$ cat config.mk
export PLATFORM = sky130hd
export DESIGN_NAME = dma_burst_splitter
export DESIGN_NICKNAME = d
export VERILOG_FILES = /design/src/rtl/dma_pkg.sv /design/src/rtl/dma_burst_splitter_len_calc.sv /design/src/rtl/dma_burst_splitter.sv
export SDC_FILE = /design/constraint.sdc
export NUM_CORES = 1
export LEC_CHECK = 0
export BUFFER_PORTS_ARGS = -buffer_cell sky130_fd_sc_hd__buf_2
export CAP_MARGIN = 0
export CORE_MARGIN = 1
export CORE_UTILIZATION = 30
export CTS_CLUSTER_SIZE = 28
export DETAILED_ROUTE_END_ITERATION = 7
export HOLD_SLACK_MARGIN = 0.05
export SETUP_SLACK_MARGIN = 0.2
export SKIP_CTS_REPAIR_TIMING = 1
export SYNTH_ARGS = -nofsm -noshare
export SYNTH_HDL_FRONTEND = slang
export SYNTH_SLANG_ARGS = --single-unit
$ cat constraint.sdc
create_clock -name clk -period 10.3 [get_ports clk]
set_input_delay 0.515 -clock clk [delete_from_list [all_inputs] [get_ports clk]]
set_output_delay 0.515 -clock clk [all_outputs]
set_load 0.05 [all_outputs]
$ cat src/rtl/dma_pkg.sv
// Shared types and constants for the DMA burst splitter.
package dma_pkg;

    typedef enum logic [1:0] {
        IDLE  = 2'd0,
        CALC  = 2'd1,
        ISSUE = 2'd2,
        DONE  = 2'd3
    } dma_split_state_e;

    localparam int AXI_4KB       = 4096;
    localparam int AXI_LEN_W     = 8;
    // 256 beats needs 9 bits, the widest burst we can ever emit
    localparam int BURST_BEATS_W = 9;

    function automatic int sh_of(input int data_bytes);
        return $clog2(data_bytes);
    endfunction

endpackage

$ cat src/rtl/dma_burst_splitter_len_calc.sv
// Combinational burst sizing: min(remaining beats, beats to 4 KB edge, MAX_BEATS).
module burst_len_calc
    import dma_pkg::*;
#(
    parameter int DATA_BYTES = 4,
    parameter int MAX_BEATS  = 256,
    parameter int BEATS_W    = 22
) (
    input  logic [11:0]              addr_lo_i,
    input  logic [BEATS_W-1:0]       rem_beats_i,
    output logic [BURST_BEATS_W-1:0] burst_beats_o
);

    localparam int SH = sh_of(DATA_BYTES);
    // Compare in a width that holds both 4096 and the full remaining count
    localparam int CW = (BEATS_W > 13) ? BEATS_W : 13;

    logic [12:0]   room;
    logic [CW-1:0] rem_w;
    logic [CW-1:0] to_4k;
    logic [CW-1:0] bb;

    assign room  = 13'(AXI_4KB) - {1'b0, addr_lo_i};
    assign to_4k = CW'(room >> SH);
    assign rem_w = CW'(rem_beats_i);

    always_comb begin
        bb = CW'(MAX_BEATS);
        if (to_4k < bb) bb = to_4k;
        if (rem_w < bb) bb = rem_w;
    end

    assign burst_beats_o = BURST_BEATS_W'(bb);

endmodule

$ cat src/rtl/dma_burst_splitter.sv
// Splits a DMA (address, byte count) request into AXI4 INCR burst commands
// that respect MAX_BEATS and never cross a 4 KB boundary.
module dma_burst_splitter
    import dma_pkg::*;
#(
    parameter int ADDR_WIDTH = 32,
    parameter int LEN_WIDTH  = 24,
    parameter int DATA_BYTES = 4,
    parameter int MAX_BEATS  = 256
) (
    input  logic                  clk,
    input  logic                  resetn,
    input  logic                  req_valid,
    output logic                  req_ready,
    input  logic [ADDR_WIDTH-1:0] req_addr,
    input  logic [LEN_WIDTH-1:0]  req_bytes,
    output logic                  cmd_valid,
    input  logic                  cmd_ready,
    output logic [ADDR_WIDTH-1:0] cmd_addr,
    output logic [AXI_LEN_W-1:0]  cmd_len,
    output logic                  cmd_last,
    output logic                  busy,
    output logic                  done
);

    localparam int SH      = sh_of(DATA_BYTES);
    localparam int BEATS_W = LEN_WIDTH - SH;
    localparam logic [ADDR_WIDTH-1:0] ALIGN_MASK = ~ADDR_WIDTH'(DATA_BYTES - 1);

    dma_split_state_e           state_q;
    logic [ADDR_WIDTH-1:0]      addr_q, addr_d;
    logic [BEATS_W-1:0]         rem_q, rem_d;
    logic [BEATS_W-1:0]         req_beats;
    logic [BURST_BEATS_W-1:0]   bb_q, calc_bb;
    logic [ADDR_WIDTH-1:0]      cmd_addr_q;
    logic [AXI_LEN_W-1:0]       cmd_len_q;
    logic                       cmd_last_q, cmd_valid_q;
    logic                       req_ready_q, busy_q, done_q;

    assign req_beats = BEATS_W'(req_bytes >> SH);
    // Address wraps silently modulo 2^ADDR_WIDTH
    assign addr_d    = addr_q + (ADDR_WIDTH'(bb_q) << SH);
    assign rem_d     = rem_q - BEATS_W'(bb_q);

    burst_len_calc #(
        .DATA_BYTES (DATA_BYTES),
        .MAX_BEATS  (MAX_BEATS),
        .BEATS_W    (BEATS_W)
    ) u_len_calc (
        .addr_lo_i     (addr_q[11:0]),
        .rem_beats_i   (rem_q),
        .burst_beats_o (calc_bb)
    );

    always_ff @(posedge clk or negedge resetn) begin
        if (!resetn) begin
            state_q     <= IDLE;
            addr_q      <= '0;
            rem_q       <= '0;
            bb_q        <= '0;
            cmd_addr_q  <= '0;
            cmd_len_q   <= '0;
            cmd_last_q  <= 1'b0;
            cmd_valid_q <= 1'b0;
            req_ready_q <= 1'b1;
            busy_q      <= 1'b0;
            done_q      <= 1'b0;
        end else begin
            case (state_q)
                IDLE: begin
                    if (req_valid) begin
                        addr_q      <= req_addr & ALIGN_MASK;
                        rem_q       <= req_beats;
                        req_ready_q <= 1'b0;
                        busy_q      <= 1'b1;
                        if (req_beats == '0) begin
                            state_q <= DONE;
                            done_q  <= 1'b1;
                        end else begin
                            state_q <= CALC;
                        end
                    end
                end
                CALC: begin
                    bb_q        <= calc_bb;
                    cmd_addr_q  <= addr_q;
                    cmd_len_q   <= AXI_LEN_W'(calc_bb - 1'b1);
                    cmd_last_q  <= (BEATS_W'(calc_bb) == rem_q);
                    cmd_valid_q <= 1'b1;
                    state_q     <= ISSUE;
                end
                ISSUE: begin
                    if (cmd_ready) begin
                        addr_q      <= addr_d;
                        rem_q       <= rem_d;
                        cmd_valid_q <= 1'b0;
                        if (cmd_last_q) begin
                            state_q <= DONE;
                            done_q  <= 1'b1;
                        end else begin
                            state_q <= CALC;
                        end
                    end
                end
                DONE: begin
                    done_q      <= 1'b0;
                    busy_q      <= 1'b0;
                    req_ready_q <= 1'b1;
                    state_q     <= IDLE;
                end
                default: state_q <= IDLE;
            endcase
        end
    end

    assign req_ready = req_ready_q;
    assign cmd_valid = cmd_valid_q;
    assign cmd_addr  = cmd_addr_q;
    assign cmd_len   = cmd_len_q;
    assign cmd_last  = cmd_last_q;
    assign busy      = busy_q;
    assign done      = done_q;

endmodule

==> results of run 1 <==
-- metal layers --
metal | up-vias | track usage (%) | share of wire, %
li1 | 2990 | - | -
met1 | 2844 | 25.4 | 49
met2 | 131 | 28.1 | 45
met3 | 18 | 3.27 | 4.6
met4 | 0 | 4.39 | 1.2
met5 | - | 0 | 0
-- layout make-up --
| cell class | count | area, um^2 |
|---|---|---|
| Tap cell | 275 | 344 |
| Timing Repair Buffer | 105 | 546 |
| Antenna cell | 1 | 2.50 |
| Clock buffer | 11 | 253 |
| Sequential cell | 106 | 2650 |
| Multi-Input combinational cell | 611 | 3650 |
| Inverter | 32 | 120 |
| Clock inverter | 5 | 46.3 |
| Fill cell | 2230 | 13700 |
-- flip-flops by register name, indices dropped and copies added, names as in the netlist, 2 cells and up --
name and flops:
addr_q 30, cmd_len 8, cmd_addr 30, state_q 2
bb_q 9, rem_q 22
-- cell usage in the layout (no fill, tap or decap), types with 5 or more instances in the layout --
cell	synthesis	routed
clkbuf_16	0	9
xnor2_1	12	12
buf_2	4	97
a21o_1	10	10
o22ai_1	15	15
buf_4	2	8
nand2_1	146	146
a211oi_1	14	14
a2bb2oi_1	8	8
nor2_1	50	49
dfrtp_1	105	105
or3_1	9	9
and2_1	5	5
nor4_1	10	10
nor2b_1	10	9
a311oi_1	7	7
nor3_1	16	16
a31oi_1	11	11
and3_1	13	13
nand4_1	10	10
ha_1	28	28
o21a_1	7	7
xor2_1	11	11
a21oi_1	71	71
o21ai_0	55	55
inv_1	31	31
nand3_1	20	20
-- metrics by stage --
step / util, % / hold slack, ns / power, mW / setup slack (ns)
2_1_floorplan: - / 0.219 / 2.08 / 5.83
3_3_place_gp: 34.4 / 0.457 / 2.46 / 4.90
3_5_place_dp: 34.4 / 0.458 / 2.49 / 4.85
4_1_cts: 35.8 / 0.191 / 2.86 / 4.82
5_1_grt: 35.8 / 0.221 / 3.10 / 4.42
6_report: 35.8 / 0.162 / 2.84 / 4.74
-- cell families after synthesis --
| group | count (synthesis) | synth area share, % |
|---|---|---|
| AND/OR/NAND/NOR | 316 | 22.8 |
| AO/OA/AOI/OAI | 235 | 22.6 |
| flip-flops | 106 | 40.1 |
| buffers and inverters | 81 | 4.90 |
| adder cells (fa/ha/maj) | 30 | 5.90 |
| XOR/XNOR | 23 | 3.05 |
| multiplexers | 4 | 0.605 |
| other | 2 | 0.114 |
-- worst max-delay path by stage --
| stage | startpoint | endpoint |
|---|---|---|
| floorplan | addr_q[2] | cmd_len[7] |
| global placement | addr_q[2] | cmd_len[6] |
| detailed placement | addr_q[2] | cmd_len[6] |
| CTS | addr_q[2] | cmd_len[6] |
| global route | addr_q[2] | cmd_len[6] |
| finish | addr_q[2] | cmd_len[6] |
-- worst max-delay path, stage by stage (launching register included) --
cell and delay, ns:
dfrtp_1 0.51, inv_1 0.18, ha_1 0.20, or3b_1 0.45, or4b_1 0.55, a21oi_1 0.67
nand2_1 0.35, ha_1 0.40, and4_1 0.19, a21oi_1 0.08, a211o_1 0.35, and3_1 0.40
a211oi_2 0.45, a21bo_2 0.30, xnor2_1 0.24, o21ai_1 0.08
-- report_power, final --
group / switching, mW / internal, mW / leakage (nW)
Clock: 0.174 / 0.182 / 0.148
Combinational: 1.08 / 0.555 / 2.04
Sequential: 0.226 / 0.620 / 1.25
==> metrics.md, run 1 <==
| Metric | Value |
|---|---|
| Final wirelength | `19100 um` |
| Mapped Cells | `797` |
| Starting Density | `31.1%` |
| Final HPWL DP | `about 13000 um` |
| Pwr dens | `between 300 and 400 nW/um^2` |
| GPL Wtd Cong | `0.878` |
| Tcrit/Tclk final | `53.9%` |
| Io pins | `105` |
| Slew HR | `between 40% and 50%` |
| Maximum VDD drop | `0.131 mV` |
| Placed Instances | `between 1000 and 1500` |
| Reg clk slew, reported paths | `0.08 ns` |
| Core area | `21300 um^2` |
| Vias in the first global route | `~6000` |
| Synth warn | `0` |
| Req. time, crit path | `10.52 ns` |
| DR WL/cell | `16.7 um` |
| Setup-failing EPs final | `0` |
| Post-Syn Area | `~6600 um^2` |
| Area leader, netlist | `dfrtp_1` |
| Synth async-reset ratio | `100%` |
| Final cell count without fillers | `roughly 1100` |
| Final instance area | `roughly 7600 um^2` |
| Vias per cell | `5.22` |
| Setup TNS Final | `0 ns` |
| Library cells used by synthesis | `a little over 70` |
| Nets | `955` |
| Post-synthesis area per instance | `8.30 um^2` |
| Final hold vios | `0` |
| Final Slew Violations | `0` |
| Critical path data arrival time | `5.78 ns` |
| Clk_lat worst skew | `0.36 ns` |
| Critical path type | `reg2reg` |
| Yosys top cell area share | `39.7%` |
| R2R setup slack | `between 4 and 5 ns` |
| RR Endpoint | `cmd_len[6]` |
| Worst-Margin Slew | `0.827 ns` |
| Reg2reg start | `addr_q[2]` |
| R2R cell count | `15` |
| DRT antenna net count | `0` |
| RSZ-0062 raised after global routing | `false` |
| Area Overhead vs Synth | `15.2%` |
| Initial antenna violation count | `1` |
| Vias | `~6000` |
| GRT overflow | `0` |
| Die Wd | `150 um` |
| Max Clock Freq | `180 MHz` |
| Clock sink count | `106` |
| Gr usage total | `18.0%` |
| Crit end category | `register` |
| Pleak | `3.43 nW` |
| Startpoint Class | `register` |
| Die height | `150 um` |
| Worst Path Max Fanout | `17` |
| Clk buf depth | `2` |
| Row count | `53` |
| Most frequent cell after synthesis | `nand2_1` |
| Post-synthesis sequential area ratio | `40.1%` |
| EDFF count, synth | `0` |
| CTS tree | `done` |
| H-tree Lvls | `3` |
| Detailed Routing Iterations Pass 1 | `5` |
| Final min period | `5.56 ns` |
| 1st-iter DRT viols | `473` |
| Layout cells sized above 1 | `16.3%` |
| Total CTS buffers | `9` |
| Clk_skew | `0.00796 ns` |
| Hold Crit Class | `in2async` |
| Top FF cell, synth | `dfrtp_1` |
| Die area | `22600 um^2` |
| Yosys reg bits | `106` |
| Port Buffers | `98` |
| Post-synth top cells | `nand2_1 (146), dfrtp_1 (105), a21oi_1 (71)` |
| Max cap viols | `0` |
| Status | `complete, no violations` |
| Largest cells by area after synthesis | `dfrtp_1 (40%), nand2_1 (8.3%), a21oi_1 (5.4%), ha_1 (5.3%), o21ai_0 (4.2%)` |
| Largest net degree at the start of global routing | `70` |
| First-pass GRT wire length | `31600 um` |
| Drt drc | `0` |
| Placed inst area | `7320 um^2` |
| Clk root buf | `clkbuf_16` |
Power figures use the tool's default switching activity.
==> run 2: changes to the inputs <==
==> constraint.sdc (replaced) <==
create_clock -name clk -period 4.64 [get_ports clk]
set_input_delay 0.232 -clock clk [delete_from_list [all_inputs] [get_ports clk]]
set_output_delay 0.232 -clock clk [all_outputs]
set_load 0.05 [all_outputs]
==> run 2 against run 1 <==
Clock power increased by 130%. Setup slack worse by 4.4 ns. First-iteration DRC count fell by 20%. Fmax increased by 31%. Sequential cell count is the same. Largest cell class unchanged. Critical endpoint is now cmd_len[7]. Critical path depth is 3 higher. Sequential share of layout area down 0.69 points.
==> metrics.md, run 2 (same netlist as run 1, synthesis figures left out) <==
| Metric | Value |
|---|---|
| Status | `complete, no violations` |
| Row count | `53` |
| Setup-failing EPs final | `0` |
| Startpoint Class | `register` |
| Worst-Margin Slew | `0.967 ns` |
| DR WL/cell | `16.7 um` |
| Placed Instances | `1139` |
| Max Clock Freq | `roughly 240 MHz` |
| Place WS | `0.176 ns` |
| PnR Total Power | `between 6 and 7 mW` |
| Maximum VDD drop | `0.292 mV` |
| Critical path type | `reg2reg` |
| Clock share of power | `12.6%` |
| Critical path data arrival time | `between 4 and 5 ns` |
| Tcrit/Tclk final | `91.6%` |
| Clk root buf | `clkbuf_16` |
| Pwr dens | `just over 800 nW/um^2` |
| Clk_lat worst skew | `0.37 ns` |
| Final instance area | `7770 um^2` |
| Final hold vios | `0` |
| Switch share | `52.1%` |
| Slew HR | `35.5%` |
| Reg clk slew, reported paths | `0.08 ns` |
| Comb power frac | `58.3%` |
| 1st-iter DRT viols | `377` |
| Most frequent cells in the layout | `nand2_1 (146), dfrtp_1 (105), buf_2 (97), a21oi_1 (70), o21ai_0 (55)` |
| Port Buffers | `98` |
| Final min period | `4.25 ns` |
| Worst path cell trace | `inv_2 > ha_1 > or3b_1 > or4b_1 > a21oi_4 > and3_4 > inv_2 > ha_1 > and4_1 > a21oi_1 > a211o_1 > nand3_2 > buf_4 > mux2i_1 > inv_1 > nor2_2 > o22ai_1 > o21ai_2` |
| Footprint of the multi-input gates | `3680 um^2` |
| Placed inst area | `between 7000 and 8000 um^2` |
| Layout cells sized above 1 | `between 10% and 20%` |
| Nets | `around 970` |
| Largest net degree at the start of global routing | `between 70 and 80` |
| Total CTS buffers | `9` |
| First-pass GRT wire length | `31000 um` |
| Crit end category | `register` |
| Vias per cell | `5.23` |
| Clk_skew | `0.0145 ns` |
| # fillers | `2244` |
| Vias | `about 6100` |
| Sequential Power Share | `29.1%` |
| Vias in the first global route | `5746` |
| Worst Path Max Fanout | `5` |
| Drt drc | `0` |
| Clk buf depth | `2` |
| Area Overhead vs Synth | `17.5%` |
| Final Slew Violations | `0` |
| P_int | `~3 mW` |
| Gr usage total | `between 10% and 20%` |
| Final cell count without fillers | `between 1000 and 1500` |
| Die height | `approximately 150 um` |
| Final wirelength | `between 15000 and 20000 um` |
| Core area | `21300 um^2` |
| Net switching power | `3.36 mW` |
| Die Wd | `150 um` |
| Setup TNS Final | `0 ns` |
| Starting Density | `between 30% and 40%` |
| Final HPWL DP | `between 10000 and 15000 um` |
| CTS tree | `done` |
| Pleak | `3.50 nW` |
| Final worst setup slack | `0.389 ns` |
| H-tree Lvls | `3` |
| Max cap viols | `0` |
| GRT overflow | `0` |
| Clock sink count | `106` |
| Detailed Routing Iterations Pass 1 | `5` |
| Io pins | `105` |
| Hold Crit Class | `in2async` |
| Most common cell after layout, fill and taps aside | `nand2_1` |
| CP peak stage delay | `0.59 ns` |
| CP max-delay cell | `or4b_1` |
| Req. time, crit path | `just under 5 ns` |
| GPL Wtd Cong | `0.893` |
| Initial antenna violation count | `1` |
| RSZ-0062 raised after global routing | `false` |
| Register area | `2650 um^2` |
| Die area | `22600 um^2` |
| DRT antenna net count | `0` |
==> run 2: final timing paths <==
kind | startpoint | end | slack, ns | cells past startpoint
worst max-delay path | addr_q[3] | cmd_len[7] | 0.39 | 18
worst min-delay path | resetn | cmd_addr[4] | 0.01 | 1
worst max register to register | addr_q[3] | cmd_len[7] | 0.39 | 18
worst min register to register | cmd_len[0] | cmd_len[0] | 0.47 | 1
max in group asynchronous | resetn | addr_q[10] | 3.54 | 2
min in group clk | req_bytes[23] | rem_q[21] | 0.12 | 3
==> run 2: critical path, delay by kind of cell, from the launching register on <==
kind,cells,cell delay (ns)
simple gates,6,1.66
compound gates,5,0.85
fa+ha+maj,2,0.45
flops,1,0.43
buf+inv,4,0.39
mux,1,0.38
==> run 2: final cells by class <==
cell class | count | share of cell area [%]
clock inverter | 7 | 1.21
multi-input combinational | 611 | 47.4
clock buffer | 9 | 2.90
tap | 275 | 4.43
inverter | 32 | 1.55
timing repair buffer | 119 | 8.37
antenna | 1 | 0.0322
sequential | 106 | 34.1
==> run 2: per-layer routing <==
metal | part of all wire (%) | track usage [%] | up-vias | wire [um]
li1 | - | - | 3008 | -
met1 | 48 | 24.8 | 2898 | 9360
met2 | 46 | 27.9 | 145 | 8840
met3 | 4.7 | 3.03 | 21 | 915
met4 | 1.3 | 4.44 | 0 | 256
met5 | 0 | 0 | - | 0
==> run 2: power by group through the flow <==
stage | sequential (mW) | combinational [mW] | clock (mW)
finish | 1.87 | 3.76 | 0.812
global route | 1.95 | 4.17 | 0.875
CTS | 1.87 | 3.73 | 0.839
detailed placement | 1.89 | 3.71 | 0
global placement | 1.87 | 3.67 | 0
floorplan | 2.34 | 2.29 | 0
==> run 2: metrics by stage <==
| stage | util [%] | hold slack [ns] |
|---|---|---|
| finish | 36.5 | 0.0146 |
| global route | 36.5 | 0.0989 |
| CTS | 36.3 | 0.0607 |
| detailed placement | 34.8 | 0.457 |
| floorplan | - | -0.0636 |
| global placement | 34.8 | 0.456 |
==> run 3: changes to the inputs <==
--- a/config.mk
+++ b/config.mk
@@ -16,4 +16,5 @@
 export SKIP_CTS_REPAIR_TIMING = 1
 export SYNTH_ARGS = -nofsm -noshare
 export SYNTH_HDL_FRONTEND = slang
+export SYNTH_HIERARCHICAL = 1
 export SYNTH_SLANG_ARGS = --single-unit
==> run 3 against run 2 <==
The run now ends with design-rule violations left. Register-to-register slack improved by 0.10 ns. Clock skew barely moved. Cell count fell by 3.1%. Power rose by 6.1%. First-iteration DRC count rose by 4.8%. Critical endpoint unchanged. Largest power group unchanged.
==> metrics.md, run 3 <==
| Metric | Value |
|---|---|
| GPL Wtd Cong | `0.869` |
| Final HPWL DP | `14000 um` |
| Worst Path Max Fanout | `9` |
| RSZ-0062 raised after global routing | `false` |
| Core area | `between 20000 and 25000 um^2` |
| Synth warn | `6` |
| Post-Syn Area | `between 6000 and 7000 um^2` |
| Max Clock Freq | `roughly 240 MHz` |
| Vias in the first global route | `5845` |
| Pleak | `3.52 nW` |
| Vias per cell | `5.31` |
| Initial antenna violation count | `0` |
| Most common cell after layout, fill and taps aside | `dfrtp_1` |
| Total CTS buffers | `9` |
| Starting Density | `30.9%` |
| Startpoint Class | `register` |
| Yosys reg bits | `106` |
| Clk_skew | `about 0.015 ns` |
| Tcrit/Tclk final | `89.4%` |
| Clk root buf | `clkbuf_16` |
| Final min period | `4.15 ns` |
| Layout cells sized above 1 | `21.7%` |
| Io pins | `105` |
| Critical path type | `reg2reg` |
| Largest cells by area after synthesis | `dfrtp_1 (39%), mux2_2 (6.0%), ha_1 (5.2%), nand2_1 (4.2%), a21oi_1 (3.9%)` |
| Clk buf depth | `2` |
| Top FF cell, synth | `dfrtp_1` |
| Post-synthesis sequential area ratio | `39.2%` |
| Maximum VDD drop | `0.380 mV` |
| Critical path data arrival time | `~4.4 ns` |
| Place WS | `~0.088 ns` |
| Detailed Routing Iterations Pass 1 | `7` |
| Placed inst area | `7610 um^2` |
| Area leader, netlist | `dfrtp_1` |
| First-pass GRT wire length | `31700 um` |
| Setup-failing EPs final | `0` |
| Req. time, crit path | `about 4.9 ns` |
| Post-synthesis area per instance | `9.11 um^2` |
| Hold Crit Class | `in2reg` |
| Post-synth top cells | `dfrtp_1 (105), nand2_1 (75), a21oi_1 (53)` |
| GRT overflow | `0` |
| Port Buffers | `98` |
| Final hold vios | `0` |
| Most frequent cell after synthesis | `dfrtp_1` |
| EDFF count, synth | `0` |
| Pwr dens | `860 nW/um^2` |
| Final wirelength | `19400 um` |
| Worst-Margin Slew | `about 1.1 ns` |
| Nets | `928` |
| DR WL/cell | `17.3 um` |
| Synth async-reset ratio | `100%` |
| DRT antenna net count | `0` |
| CTS tree | `done` |
| Die area | `23200 um^2` |
| Clock sink count | `~110` |
| Area Overhead vs Synth | `17.2%` |
| Final worst setup slack | `just under 0.5 ns` |
| Final Slew Violations | `0` |
| Final instance area | `7950 um^2` |
| Reg clk slew, reported paths | `0.08 ns` |
| Slew HR | `27.0%` |
| Clk_lat worst skew | `around 0.37 ns` |
| Yosys top cell area share | `between 30% and 40%` |
| Gr usage total | `17.3%` |
| Drt drc | `18` |
| Setup TNS Final | `0 ns` |
| Die height | `152 um` |
| 1st-iter DRT viols | `395` |
| PnR Total Power | `6.84 mW` |
| Row count | `54` |
| Mapped Cells | `744` |
| Library cells used by synthesis | `77` |
| Max cap viols | `0` |
| Crit end category | `register` |
| Status | `complete, but fails checks` |
| Failing checks | `design-rule violations` |
| Largest net degree at the start of global routing | `55` |
| Final core occ | `36.2%` |
| Vias | `5972` |
| Die Wd | `152 um` |
| Most frequent cells in the layout | `dfrtp_1 (105), buf_2 (97), nand2_1 (75), a21oi_1 (53), nor2_1 (47)` |
| H-tree Lvls | `3` |
==> run 3: cell count changes after synthesis, sizes merged, moves of 10 or more <==
| cell | previous run | this run |
|---|---|---|
| nand2 | 146 | 76 |
| mux2 | 0 | 37 |
| a21oi | 71 | 53 |
| o21ai | 57 | 44 |
| a211oi | 15 | 3 |
| o22ai | 15 | 5 |
==> run 3: power by group <==
group | internal, mW | switching (mW) | leakage, nW
logic | 1.55 | 2.55 | 2.13
clock network | 0.426 | 0.390 | 0.141
registers | 1.39 | 0.535 | 1.25
total | 3.36 | 3.47 | 3.52
==> run 3: critical path, stage by stage (launching register included) <==
cell	delay, ns
dfrtp_1	0.44
or4_1	0.62
nor3_1	0.26
nand3b_1	0.20
ha_1	0.26
a21o_1	0.17
a21o_1	0.18
a221oi_2	0.37
o21ai_4	0.18
mux2i_1	0.17
or3_1	0.41
or2_2	0.30
nor4_1	0.23
xnor2_1	0.17
o21ai_1	0.07
==> run 3: layout make-up <==
class | instances | area, um^2
antenna | 1 | 2.50
multi-input combinational | 578 | 3910
clock buffer | 10 | 229
sequential | 106 | 2650
inverter | 29 | 109
tap | 280 | 350
fill | 2257 | 14000
clock inverter | 6 | 73.8
timing repair buffer | 114 | 616
==> run 3: logic make-up after synthesis <==
| group | Yosys count | share of synthesized area, % |
|---|---|---|
| flip-flops | 106 | 39.2 |
| multiplexers | 47 | 7.68 |
| adder cells (fa/ha/maj) | 30 | 5.76 |
| AO/OA/AOI/OAI | 199 | 20.1 |
| other | 2 | 0.111 |
| XOR/XNOR | 26 | 3.36 |
| AND/OR/NAND/NOR | 265 | 19.8 |
| buffers and inverters | 69 | 4.04 |
==> run 3: final timing paths <==
path / start / endpoint / slack, ns / cells past startpoint
max: addr_q[2] / cmd_len[7] / 0.49 / 14
min: req_addr[19] / addr_q[19] / 0.12 / 3
max reg2reg: addr_q[2] / cmd_len[7] / 0.49 / 14
min reg2reg: cmd_len[1] / cmd_len[1] / 0.47 / 2
max in group asynchronous: resetn / addr_q[9] / 2.97 / 3
min in group asynchronous: resetn / cmd_addr[10] / 0.48 / 2
==> run 3: metrics by stage <==
stage | hold slack (ns) | std cells
floorplan | -0.0636 | 753
global placement | 0.348 | 1106
detailed placement | 0.354 | 1106
CTS | -0.0402 | 1122
global route | 0.115 | 1123
finish | 0.117 | 1124
==> run 3: routing by layer <==
metal / routed length, um / vias to the layer above / global-route usage [%] / part of all wire, %
met3: 1080 / 23 / 3.41 / 5.6
met4: 351 / 0 / 5.93 / 1.8
met1: 9390 / 2865 / 24.6 / 48
met2: 8570 / 159 / 26.0 / 44
met5: 0 / - / 0 / 0
li1: - / 2925 / - / -
